<file path="config.mk">
export PLATFORM = sky130hd
export DESIGN_NAME = demux_latch_8
export DESIGN_NICKNAME = d
export VERILOG_FILES = /design/src/rtl/demux_latch_8.sv
export SDC_FILE = /design/constraint.sdc
export NUM_CORES = 1
export LEC_CHECK = 0
export CAP_MARGIN = 20
export CORE_ASPECT_RATIO = 1.2
export CORE_MARGIN = 1.5
export CORE_UTILIZATION = 51
export DETAILED_ROUTE_END_ITERATION = 6
export PLACE_DENSITY = 0.79
export SLEW_MARGIN = 30
export SYNTH_ARGS = -nofsm -noshare
export SYNTH_HDL_FRONTEND = slang
export SYNTH_SLANG_ARGS = --single-unit
</file>
<file path="constraint.sdc">
create_clock -name clk -period 1.7 [get_ports clk]
set_clock_uncertainty 0.2 [all_clocks]
set_input_delay 0.34 -clock clk [delete_from_list [all_inputs] [get_ports clk]]
set_output_delay 0.34 -clock clk [all_outputs]
set_load 0.005 [all_outputs]
</file>
<file path="src/rtl/demux_latch_8.sv">
// Clocked 1-to-WIDTH addressable demultiplexing register.
// Modes: addressable latch, one-hot decoder, auto-incrementing serial deserializer, hold.
module demux_latch_8 #(
    parameter int WIDTH = 8,
    parameter int AW    = 3
) (
    input  logic             clk,
    input  logic             reset_n,
    input  logic             d,
    input  logic [AW-1:0]    addr,
    input  logic             enb_n,
    input  logic             clr_n,
    input  logic [1:0]       mode,
    input  logic             start,
    output logic [WIDTH-1:0] q,
    output logic [AW-1:0]    ptr,
    output logic             busy,
    output logic             frame_done
);

    localparam logic [1:0]    MODE_LATCH  = 2'b00;
    localparam logic [1:0]    MODE_DEC    = 2'b01;
    localparam logic [1:0]    MODE_SERIAL = 2'b10;
    localparam logic [AW-1:0] PTR_LAST    = AW'(WIDTH - 1);

    typedef enum logic {
        S_IDLE  = 1'b0,
        S_SHIFT = 1'b1
    } state_t;

    state_t r_state;

    logic [WIDTH-1:0] w_sel_addr;
    logic [WIDTH-1:0] w_sel_ptr;
    logic [WIDTH-1:0] w_d_vec;
    logic [WIDTH-1:0] w_q_latch;
    logic [WIDTH-1:0] w_q_dec;
    logic [WIDTH-1:0] w_q_ser;

    // One-hot select vectors for the external address and the serial pointer.
    for (genvar gi = 0; gi < WIDTH; gi++) begin : g_sel
        assign w_sel_addr[gi] = (addr == AW'(gi));
        assign w_sel_ptr[gi]  = (ptr == AW'(gi));
    end

    assign w_d_vec   = {WIDTH{d}};
    assign w_q_latch = (q & ~w_sel_addr) | (w_sel_addr & w_d_vec);
    assign w_q_dec   = w_sel_addr & w_d_vec;
    assign w_q_ser   = (q & ~w_sel_ptr) | (w_sel_ptr & w_d_vec);

    always_ff @(posedge clk or negedge reset_n) begin
        if (!reset_n) begin
            q          <= '0;
            ptr        <= '0;
            busy       <= 1'b0;
            frame_done <= 1'b0;
            r_state    <= S_IDLE;
        end else begin
            frame_done <= 1'b0;
            if (!clr_n) begin
                q       <= '0;
                ptr     <= '0;
                busy    <= 1'b0;
                r_state <= S_IDLE;
            end else begin
                // Leaving serial mode mid-frame aborts it; the new mode still acts this edge.
                if (mode != MODE_SERIAL && r_state == S_SHIFT) begin
                    r_state <= S_IDLE;
                    busy    <= 1'b0;
                    ptr     <= '0;
                end
                case (mode)
                    MODE_LATCH: begin
                        if (!enb_n) q <= w_q_latch;
                    end
                    MODE_DEC: begin
                        if (!enb_n) q <= w_q_dec;
                    end
                    MODE_SERIAL: begin
                        if (start) begin
                            // Start (or restart) a frame; a write on this edge lands in bit 0.
                            r_state <= S_SHIFT;
                            busy    <= 1'b1;
                            if (!enb_n) begin
                                q[0] <= d;
                                ptr  <= AW'(1);
                            end else begin
                                ptr  <= '0;
                            end
                        end else if (r_state == S_SHIFT && !enb_n) begin
                            q   <= w_q_ser;
                            ptr <= ptr + AW'(1);
                            if (ptr == PTR_LAST) begin
                                r_state    <= S_IDLE;
                                busy       <= 1'b0;
                                frame_done <= 1'b1;
                            end
                        end
                    end
                    default: ;
                endcase
            end
        end
    end

endmodule

</file>
==> qor.yml <==
logic_synthesis:
  synth-edff-count: 0
  synthCells: 142
  yosys_warnings: 0
  ys_ff_latch: 14
  synth-async-reset-ratio_pct: 100
  synth.distinct_cells: 40
  syn_avg_cell_area_um2: 8.60
  syn_area_mm2: 0.00122
  synth-seq-area-share_pct: 28.7
  ys.flop_type: "dfrtp_1"
  syn_nets: 162
worst_setup_path:
  worst_ep_arrival_time_ns: 1.83
  reg2reg_slack_ns: -0.17
  slowest_stage: "dfrtp_2"
  critPathLaunchType: "register"
  cp-end-kind: "register"
  cp_slowest_stage_delay_ns: 0.41
  crit_fanout: 9
  path_class: "reg2reg"
  path_cells: "buf_4 -> inv_1 -> ha_4 -> mux2i_1 -> o211ai_1 -> o21ai_1 -> o2bb2ai_1"
  required_ns: 1.66
  rr_startpoint: "ptr[2]"
  reg2reg_to: "q[3]"
  reg2reg_depth: 7
clock_network:
  cts.sinks: 14
  cts_root_buf: "clkbuf_4"
  cts_buffer_depth: 2
  cts_tree: "yes"
  clk-insertion-delay-late_ns: 0.29
  cts_htree_levels: 1
  cts_buffers: 3
  clk_pin_slew_ns: 0.09
  cts_hold_buffers: 0
cells_and_area:
  final_area_mm2: 0.00198
  nets: 225
  fillerInstances: 129
  drive_gt1_share_pct: 41.2
  multi_input_area_um2: 947
  diodes: 0
  area_growth_syn_to_layout_pct: 62.0
  regArea_um2: 352
global_route:
  grt_max_degree: 18
  grt_pass1_wl_mm: 6.07
  antenna_found_initial: 0
  grt_use_total_pct: 31.1
  grt_overflow: 0
  grt_pass1_vias: 1362
die:
  core_area_mm2: 0.00228
  rows: 19
  ios: 24
  die_h_um: 56.6
  dieArea_mm2: 0.00270
  die_w_um: 47.7
  start_util_pct: 53.5
run:
  drv_cap: 0
sta:
  tns_ns: -0.343
  slew_violations: 0
  tightest_slew_ns: 0.294
  max_slew_margin_pct: 80.3
  hold_viol: 0
  rsz0062_at_grt: "yes"
  fmax_mhz: 535
  worst_slack_ns: -0.171
  setup_violations: 5
  finalCritPeriodShare_pct: 110
  period_minus_slack_ns: 1.87
status:
  status: "finished with violations"
  failed_checks: "negative setup slack"
pwr:
  ir_drop_mv: 0.407
  powerDensity_mw_per_mm2: 507
  total_leakage_power_uw: 0.000986
detailed_routing:
  vias: 1419
  avgViaCountPerCell: 6.04
  drt_pass1_iterations: 4
  drt_iter0_markers: 64
  drtAntennaViolNets: 0
  drcViolationCount: 0
  finalWirelength_mm: 4.30
  wl_per_cell_um: 18.3
place:
  detailed_place_hpwl_mm: 2.57
  place_area_mm2: 0.00165
  portBuffers: 23
  gp_congestion: 0.844
hold_path:
  hp-class: "in2async"
worst max path at each step:
stage | slack (ns) | to | start
after CTS | -0.02 | q[7] | ptr[0]
final | -0.17 | q[3] | ptr[2]
after floorplan | 0.004 | q[5] | mode[0]
after global routing | -0.23 | q[3] | ptr[2]
after detailed placement | -0.52 | q[5] | mode[0]
after global placement | -0.46 | q[5] | mode[0]
synth_stat cells (2+ instances only):
cell | count | area share (%)
mux2_1 | 2 | 1.8
buf_2 | 4 | 1.6
nand2b_1 | 7 | 3.6
mux2i_1 | 8 | 6.6
a21oi_1 | 11 | 4.5
nand2_1 | 11 | 3.4
nor3_1 | 3 | 1.2
and3_1 | 2 | 1.0
clkbuf_1 | 2 | 0.61
ha_1 | 9 | 9.2
mux2_2 | 2 | 1.8
o21ai_1 | 6 | 2.5
o211ai_1 | 3 | 1.8
dfrtp_1 | 14 | 29
o21ai_0 | 6 | 2.5
nand3_1 | 4 | 1.6
o2bb2ai_1 | 6 | 4.3
nor2_1 | 10 | 3.1
inv_1 | 9 | 2.8
nor2_2 | 2 | 1.0
o221ai_1 | 2 | 1.4
registers in the layout (all words and copies together) (netlist names):
name / count
q: 8
busy: 1
frame_done: 1
ptr: 3
r_state: 1
stage by stage:
| stage | hold slack, ns | worst slack (ns) | utilization (%) | power [µW] | cells |
|---|---|---|---|---|---|
| finish | 0.155 | -0.171 | 86.7 | 1000 | 235 |
| global route | 0.176 | -0.227 | 86.7 | 1030 | 235 |
| CTS | 0.160 | -0.0197 | 81.4 | 957 | 233 |
| detailed placement | 0.324 | -0.517 | 72.1 | 663 | 215 |
| global placement | 0.328 | -0.456 | 72.1 | 655 | 215 |
| floorplan | -0.156 | 0.00362 | - | 524 | 142 |
layer usage:
layer	track usage [%]	part of all wire [%]	vias up
met4	12.4	4.7	0
met2	54.8	50	70
li1	-	-	635
met1	36.1	40	685
met5	0	0	-
met3	3.22	5.8	29
critical path, delay by kind of cell (launching register included):
| family | cells | cell delay (ns) |
|---|---|---|
| compound gates | 3 | 0.44 |
| flops | 1 | 0.41 |
| buf+inv | 2 | 0.31 |
| mux | 1 | 0.22 |
| fa+ha+maj | 1 | 0.16 |
cell usage in the layout, fill, tap and decap left out, types with 7 or more instances in the layout:
cell type       instances
nand2_1                10
inv_1                   7
dlymetal6s2s_1          7
dfrtp_1                13
dlygate4sd2_1           9
nand2b_1                7
mux2i_1                 8
nor2_1                  8
a21oi_1                10
buf_4                  38
repair_timing:
item,4_1_cts,5_1_grt
pin swaps,13,11
buffers inserted,14,3
setup endpoints to repair,25,15
resized for setup,33,27
cell type report:
cell class                 count  share of cell area [%]
multi-input combinational    112                    47.9
timing repair buffer          65                    28.8
sequential                    14                    17.8
tap                           31                    1.96
clock buffer                   4                    1.83
inverter                       9                    1.71
kinds of logic after synthesis:
family	count (synthesis)	share of synthesized area (%)
compound gates	44	25.0
fa+ha+maj	9	9.22
buf+inv	16	5.94
flops	14	28.7
mux	13	11.5
simple gates	46	19.7
power breakdown:
group	internal, µW	switching, µW	leakage, µW
logic	194	196	0.000774
registers	349	9.55	0.000191
clock network	131	124	0.0000210
No activity file was read; power rests on OpenSTA's default activity.
